### config.mk
export PLATFORM = sky130hd
export DESIGN_NAME = hazard_detection_unit
export DESIGN_NICKNAME = d
export VERILOG_FILES = /design/src/rtl/hazard_detection_unit.sv
export SDC_FILE = /design/constraint.sdc
export NUM_CORES = 1
export LEC_CHECK = 0
export BUFFER_PORTS_ARGS = -buffer_cell sky130_fd_sc_hd__buf_2
export CORE_AREA = 10 10 47 49
export CTS_CLUSTER_SIZE = 28
export DETAILED_ROUTE_END_ITERATION = 6
export DIE_AREA = 0 0 57 59
export GPL_TIMING_DRIVEN = 1
export PLACE_DENSITY = 0.76
export SYNTH_ARGS = -nofsm -noshare
export SYNTH_HDL_FRONTEND = slang
export SYNTH_SLANG_ARGS = --single-unit
### constraint.sdc
create_clock -name clk -period 1.8 [get_ports clk]
set_input_delay 0 -clock clk [delete_from_list [all_inputs] [get_ports clk]]
set_output_delay 0 -clock clk [all_outputs]
set_load 0.05 [all_outputs]
### src/rtl/hazard_detection_unit.sv
// Pipeline hazard unit: stalls IF/ID for load-use and branch-in-ID hazards, flushes IF/ID on taken branch or jump.
// Optional build macro HAZARD_PERF_CNT_EN adds stall-cycle and flush counters.
module hazard_detection_unit (
    input  logic       clk,
    input  logic       reset,
    input  logic       ID_EX_MemRead,
    input  logic       ID_EX_RegWrite,
    input  logic [4:0] ID_EX_WriteReg,
    input  logic       EX_MEM_MemRead,
    input  logic [4:0] EX_MEM_WriteReg,
    input  logic [4:0] IF_ID_RegisterRs,
    input  logic [4:0] IF_ID_RegisterRt,
    input  logic       IF_ID_UsesRt,
    input  logic       ID_Branch,
    input  logic       Branch_Taken,
    input  logic       Jump,
    output logic       PCWrite,
    output logic       IF_ID_Write,
    output logic       ID_EX_Bubble,
    output logic       IF_ID_Flush,
    output logic [1:0] Stall_Cause
`ifdef HAZARD_PERF_CNT_EN
    ,
    output logic [31:0] Stall_Cycles,
    output logic [31:0] Flush_Count
`endif
);

    typedef enum logic {RUN, STALL} state_t;

    localparam logic [1:0] CAUSE_NONE   = 2'b00;
    localparam logic [1:0] CAUSE_LOAD   = 2'b01;
    localparam logic [1:0] CAUSE_BR_ALU = 2'b10;
    localparam logic [1:0] CAUSE_BR_LD  = 2'b11;

    state_t     state_q, state_d;
    logic [1:0] cnt_q, cnt_d;
    logic [1:0] stall_cause_q, stall_cause_d;

    logic       load_use, branch_alu, branch_load_ex, branch_load_mem;
    logic       ex_hits, mem_hits, in_run;
    logic [1:0] need_cnt, need_cause;

    function automatic logic reg_match(input logic [4:0] a, input logic [4:0] b);
        return (a == b) && (a != 5'd0);
    endfunction

    always_comb begin
        ex_hits  = reg_match(ID_EX_WriteReg, IF_ID_RegisterRs) | reg_match(ID_EX_WriteReg, IF_ID_RegisterRt);
        mem_hits = reg_match(EX_MEM_WriteReg, IF_ID_RegisterRs) | reg_match(EX_MEM_WriteReg, IF_ID_RegisterRt);
        load_use = ID_EX_MemRead & (reg_match(ID_EX_WriteReg, IF_ID_RegisterRs)
                 | (IF_ID_UsesRt & reg_match(ID_EX_WriteReg, IF_ID_RegisterRt)));
        branch_alu      = ID_Branch & ID_EX_RegWrite & ~ID_EX_MemRead & ex_hits;
        branch_load_ex  = ID_Branch & ID_EX_MemRead & ex_hits;
        branch_load_mem = ID_Branch & EX_MEM_MemRead & mem_hits;

        // Longest stall wins; among equal counts branch-load beats branch-ALU beats load-use.
        need_cnt   = 2'd0;
        need_cause = CAUSE_NONE;
        if (branch_load_ex) begin
            need_cnt   = 2'd2;
            need_cause = CAUSE_BR_LD;
        end else if (branch_load_mem) begin
            need_cnt   = 2'd1;
            need_cause = CAUSE_BR_LD;
        end else if (branch_alu) begin
            need_cnt   = 2'd1;
            need_cause = CAUSE_BR_ALU;
        end else if (load_use) begin
            need_cnt   = 2'd1;
            need_cause = CAUSE_LOAD;
        end
    end

    always_comb begin
        PCWrite       = 1'b1;
        IF_ID_Write   = 1'b1;
        ID_EX_Bubble  = 1'b0;
        IF_ID_Flush   = 1'b0;
        state_d       = state_q;
        cnt_d         = cnt_q;
        stall_cause_d = stall_cause_q;
        // Reset forces RUN behaviour on the outputs even if the register still says STALL.
        in_run        = (state_q == RUN) || reset;

        if (in_run) begin
            if (need_cnt != 2'd0) begin
                PCWrite       = 1'b0;
                IF_ID_Write   = 1'b0;
                ID_EX_Bubble  = 1'b1;
                stall_cause_d = need_cause;
                cnt_d         = need_cnt - 2'd1;
                state_d       = (need_cnt == 2'd2) ? STALL : RUN;
            end else begin
                IF_ID_Flush   = (ID_Branch & Branch_Taken) | Jump;
                stall_cause_d = CAUSE_NONE;
                cnt_d         = 2'd0;
                state_d       = RUN;
            end
        end else begin
            PCWrite      = 1'b0;
            IF_ID_Write  = 1'b0;
            ID_EX_Bubble = 1'b1;
            cnt_d        = (cnt_q == 2'd0) ? 2'd0 : cnt_q - 2'd1;
            state_d      = (cnt_q <= 2'd1) ? RUN : STALL;
        end
    end

    always_ff @(posedge clk) begin
        if (reset) begin
            state_q       <= RUN;
            cnt_q         <= 2'd0;
            stall_cause_q <= CAUSE_NONE;
        end else begin
            state_q       <= state_d;
            cnt_q         <= cnt_d;
            stall_cause_q <= stall_cause_d;
        end
    end

    assign Stall_Cause = stall_cause_q;

`ifdef HAZARD_PERF_CNT_EN
    logic [31:0] stall_cycles_q, stall_cycles_d;
    logic [31:0] flush_count_q, flush_count_d;

    // Free-running, wrap naturally at 2^32.
    always_comb begin
        stall_cycles_d = stall_cycles_q + {31'd0, ID_EX_Bubble};
        flush_count_d  = flush_count_q + {31'd0, IF_ID_Flush};
    end

    always_ff @(posedge clk) begin
        if (reset) begin
            stall_cycles_q <= 32'd0;
            flush_count_q  <= 32'd0;
        end else begin
            stall_cycles_q <= stall_cycles_d;
            flush_count_q  <= flush_count_d;
        end
    end

    assign Stall_Cycles = stall_cycles_q;
    assign Flush_Count  = flush_count_q;
`endif

endmodule

[After elaboration in Yosys (flattened, before gate mapping)]
Index checks and enable logic that the tools add are counted.
Widths: inputs -> output; s select.
Operators by class
  add/subtract/negate cells: 2
  multipliers: 0
  div/mod/pow operators: 0
  magnitude comparators: 1
  equality and inequality tests: 5
  shift-type cells: 0
  muxes and demuxes: 21
  bitwise operators: 16
  reduce and logical (&&, ||, !) cells: 9
Operators by type and width (number)
  $eq 5x5->1: 4
  $mux 2: 8
  $mux 1: 13
  $and 1x1->1: 10
  $reduce_bool 5->1: 2
  $logic_and 1x1->1: 4
  $or 1x1->1: 4
  $sub 2x1->2 const B: 2
  $eq 2x2->1 const B: 1
  $le 2x1->1 const B: 1
  $logic_not 2->1: 1
  $not 1->1: 2
  $reduce_bool 2->1: 1
  $logic_or 1x1->1: 1
Word-level totals
  register bits after elaboration: 5
  latch bits: 0
  memory bits (writable): 0
  ROM bits: 0
  input bits: 29
  output and inout bits: 6
  word-level logic and storage cells: 57
  memories kept: 0

[Longest topological paths before layout]
  word-level depth: 13
  mapped depth: 6
  depth with buffers taken out: 5

[Worst setup path before layout]
No wires, ideal clock.
  path type: input-to-output
  start point: in EX_MEM_WriteReg[1]
  end point: out IF_ID_Flush
  arrival time: 2.344 ns
  slack: -0.544 ns
  stages: 3
  path through: or4_4 o2111a_1 nor4_1
On the way
  word-level cells in the longest chain between the ends: 9
Ends and longest elaborated chain
  from (decl): RTL line 10  | input logic [4:0] EX_MEM_WriteReg,
  $eq 5x5->1 / $reduce_bool 5->1 (equally long branches): RTL line 45  | return (a == b) && (a != 5'd0);
  $logic_and 1x1->1: RTL line 45
  $or 1x1->1 (*): RTL line 50  | mem_hits = reg_match(EX_MEM_WriteReg, IF_ID_RegisterRs) | reg_match(EX_MEM_WriteReg, IF_ID_RegisterRt);
  $and 1x1->1 (*): RTL line 55  | branch_load_mem = ID_Branch & EX_MEM_MemRead & mem_hits;
  $mux 1 (*): RTL line 63  | end else if (branch_load_mem) begin
  $mux 2 (*): RTL line 60  | if (branch_load_ex) begin
  $reduce_bool 2->1 (*): RTL line 87  | if (need_cnt != 2'd0) begin
  $mux 1 (*): RTL line 87
  $mux 1 (*): RTL line 86  | if (in_run) begin
  to (decl): RTL line 20  | output logic IF_ID_Flush,
Mark *: on every way between the ends. The rest lies on a longest branch, timed or not.

[Worst setup path in the final report]
  start point: in EX_MEM_WriteReg[1]
  end point: out ID_EX_Bubble
On the way
  word-level cells in the longest chain between the ends: 9
Ends and longest elaborated chain
  $eq 5x5->1 / $reduce_bool 5->1 (equally long branches): RTL line 45
  $logic_and 1x1->1: RTL line 45
  $or 1x1->1 (*): RTL line 50
  $and 1x1->1 (*): RTL line 55
  $mux 1 (*): RTL line 63
  $mux 2 (*): RTL line 60
  $reduce_bool 2->1 (*): RTL line 87
  $mux 1 (*): RTL line 87
  $mux 1 (*): RTL line 86
  to (decl): RTL line 19  | output logic ID_EX_Bubble,
Marks and branches as above.

==> results.txt <==
----------------------------------------------------
[Timing]
  Fmax ... 646 MHz
  Number of pins exceeding their max-slew limit in the final report ... 0
  Smallest hold slack ... 0.0903 ns
  Number of endpoints failing setup at the final stage ... 0
  Number of endpoints with negative hold slack in the final report ... 0
  Worst slew margin ... 79.2%
  Final critical delay including setup and external delays ... 1.55 ns
  Unrepaired setup endpoints after global routing ... false
  Fin Clk Skew ... 0.00146 ns
  Period Utilization, post-route ... 86.0%
  Crit path setup slack, layout ... 0.251 ns
  Slew at the pin with the worst max-slew slack ... 0.312 ns
  Sum of negative setup slack ... 0 ns

[Routing]
  Starting DRC count in detailed routing ... 14
  Count of vias placed by the detailed router ... 647
  Metal3 WL ... 110 um
  Total detailed-routing wirelength ... 1.62 mm
  Iteration count of the initial detailed-routing pass ... 4
  Uppermost layer routed ... met4
  Met2 wire length ... 814 um
  DRC violations left ... 0
  Via/cell ratio ... 5.30
  Wl on met1 ... 668 um
  Average detailed-routed wire length per instance ... 13.2 um
  Remaining antenna violation count after routing ... 0

[Global routing]
  Maximum number of pins on one net before global-route repair ... 6
  Wire length of the first global-routing pass ... 2.86 mm
  Residual overflow from global routing ... 0
  Vias in the first global route ... 712
  Gr usage total ... 10.2%
  Antenna violations before repair ... 0

[Die]
  Area of the core ... 1400 um2
  Initial Utilization ... 37.3%
  Rows ... 14
  Die Height ... 59 um
  Total die area ... 3360 um2
  Number of top-level design ports ... 35
  Width of the die ... 57 um

[Setup path]
  CP Data Arrival Time ... 1.55 ns
  Highest-delay cell along the critical path ... or4_4
  Worst setup SP type ... input port
  R2r startpoint ... state_q
  Buffers & Inverters on Critical Path ... 2
  Endpoint of the worst-slack reg-to-reg timing path ... cnt_q[0]
  Largest delay contributor family on the critical path ... simple AND/OR/NAND/NOR gates
  Largest fanout of any net on the critical path ... 3
  Ordered list of cells on the worst path ... buf_2 -> or4_4 -> o2111a_1 -> or3_1 -> buf_2
  Nature of the critical path endpoint ... primary output
  Most frequent cell on the critical path ... buf_2
  Longest individual stage delay on the worst path ... 0.53 ns
  Worst Path Class, Setup ... input port to primary output
  WP data required ... 1.80 ns
  Register-to-register path setup slack ... 0.92 ns
  Number of cells on the worst reg-to-reg path ... 3

[Outcome]
  Status ... completed

[Power and ir drop]
  Leakage power summed over all cells ... 0.330 nW
  Areal power density over the cells ... 549 nW/um2
  Max VDD drop ... 245 uV

[Final layout]
  Most common cell after layout, fill and taps aside ... buf_2
  Syn-to-layout area delta ... 45.2%
  FILL cells ... 148
  Commonest cells after routing, fill and taps aside ... buf_2, xnor2_1, nand3_1
  Area occupied by registers ... 100 um2
  Total Nets Final ... 136
  Share of the core filled with cells ... 54.2%
  Diode insertion count for antenna repair ... 0
  Fraction of layout cells with a size suffix above 1 ... 39.6%
  Area used by multi-input combinational logic ... 429 um2

[CTS]
  Clk slew on worst S/H paths ... 0.04 ns
  Maximum level of the CTS H-tree ... 1
  Clock insertion delay at the later pin of the skew report ... 0.24 ns
  Setup repair bufs after CTS ... 0
  Number of sinks handled by clock tree synthesis ... 5
  Cell at the root of the clock tree ... clkbuf_4
  Clock tree from TritonCTS ... done
  TritonCTS Buffers ... 3
  CTS Buffer Depth ... 2

[Logic synthesis]
  Count of yosys warnings during synthesis ... 0
  Post-Syn Instances ... 68
  Synthesis-stage register bit count ... 5
  Cell area after synthesis ... 523 um2
  Syn nets ... 97
  Per-instance average area after synthesis ... 7.69 um2
  Yosys top cell area share ... 33.5%
  Unique masters post-synth ... 22
  Top post-synthesis cells by area ... xnor2_1, dfxtp_1, nand3_1
  Leading area contributor after synthesis ... xnor2_1
  Sequential share of the synthesized area ... 19.1%

[Min path]
  End point of the worst hold path ... Stall_Cause[0]
  Worst Hold Path Cells ... 3
  Worst hold path startpoint ... ID_EX_MemRead
  Worst min-delay path class ... input port to flip-flop

[Place]
  RD Place Congestion ... 0.759
  HPWL Detailed ... 1.43 mm
  Post-placement worst setup slack ... 0.247 ns
  PortBufs ... 34

[Job]
  Max Cap Viol ... 0

----------------------------------------------------
area by class of cell:
| class | count | share of cell area (%) |
|---|---|---|
| clock buffer | 4 | 3.46 |
| inverter | 1 | 0.494 |
| multi-input combinational | 61 | 56.5 |
| sequential | 5 | 13.2 |
| tap | 16 | 2.64 |
| timing repair buffer | 35 | 23.7 |
worst max-delay path by stage:
stage	start	end	slack (ns)	cells after the start
finish	EX_MEM_WriteReg[1]	ID_EX_Bubble	0.25	5
global route	EX_MEM_WriteReg[1]	ID_EX_Bubble	0.18	5
floorplan	EX_MEM_WriteReg[1]	IF_ID_Flush	-0.009	3
CTS	EX_MEM_WriteReg[1]	ID_EX_Bubble	0.24	5
detailed placement	EX_MEM_WriteReg[1]	ID_EX_Bubble	0.25	5
global placement	EX_MEM_WriteReg[1]	ID_EX_Bubble	0.25	5
metrics by stage:
stage	instance area, um2	cells	power, W
5_1_grt	759	122	0.000443
2_1_floorplan	541	68	0.000223
3_5_place_dp	723	117	0.000287
4_1_cts	759	122	0.000422
6_report	759	122	0.000417
3_3_place_gp	723	117	0.000284
per-layer routing:
layer  GRT usage, %  vias up
met5              0        -
met4           5.03        0
met3           4.29        4
met2           18.1       27
met1           9.94      288
li1               -      328
logic make-up after synthesis:
| logic type | after synthesis | share of synthesized area [%] |
|---|---|---|
| flops | 5 | 19.1 |
| buf+inv | 2 | 2.15 |
| simple gates | 27 | 25.4 |
| xor+xnor | 20 | 33.5 |
| compound gates | 14 | 19.9 |
report_power, final:
part | internal [W] | switching (W)
combinational | 0.0000752 | 0.0000970
clock | 0.0000838 | 0.0000465
sequential | 0.000113 | 0.000000903
total | 0.000272 | 0.000144
worst reg2reg max path, cell delays in order (launching register included):
cell	delay, ns
dfxtp_1	0.34
nand2_1	0.08
or2_2	0.27
a21oi_1	0.13
synth_stat cells:
| master | n |
|---|---|
| nor3_1 | 2 |
| o21a_1 | 1 |
| a21oi_1 | 4 |
| o2111ai_1 | 1 |
| nand2_1 | 6 |
| nor2_1 | 6 |
| buf_4 | 1 |
| xnor2_1 | 20 |
| and3_1 | 2 |
| o2111a_1 | 1 |
| a311oi_1 | 2 |
| o22ai_1 | 2 |
| nand3_1 | 7 |
| or4_4 | 1 |
| o211a_1 | 1 |
| inv_1 | 1 |
| a31o_2 | 1 |
| nor4_1 | 1 |
| or2_2 | 1 |
| dfxtp_1 | 5 |
| o211ai_1 | 1 |
| or3_1 | 1 |
timing repair:
action,CTS,global route
hold buffers,1,0
resized for setup,0,0
endpoints found under the hold margin,4,0
registers in the layout, summed over array words and instances, names as in the netlist:
register     count
cnt_q            2
state_q          1
Stall_Cause      2
(Power assumes the default switching activity.)
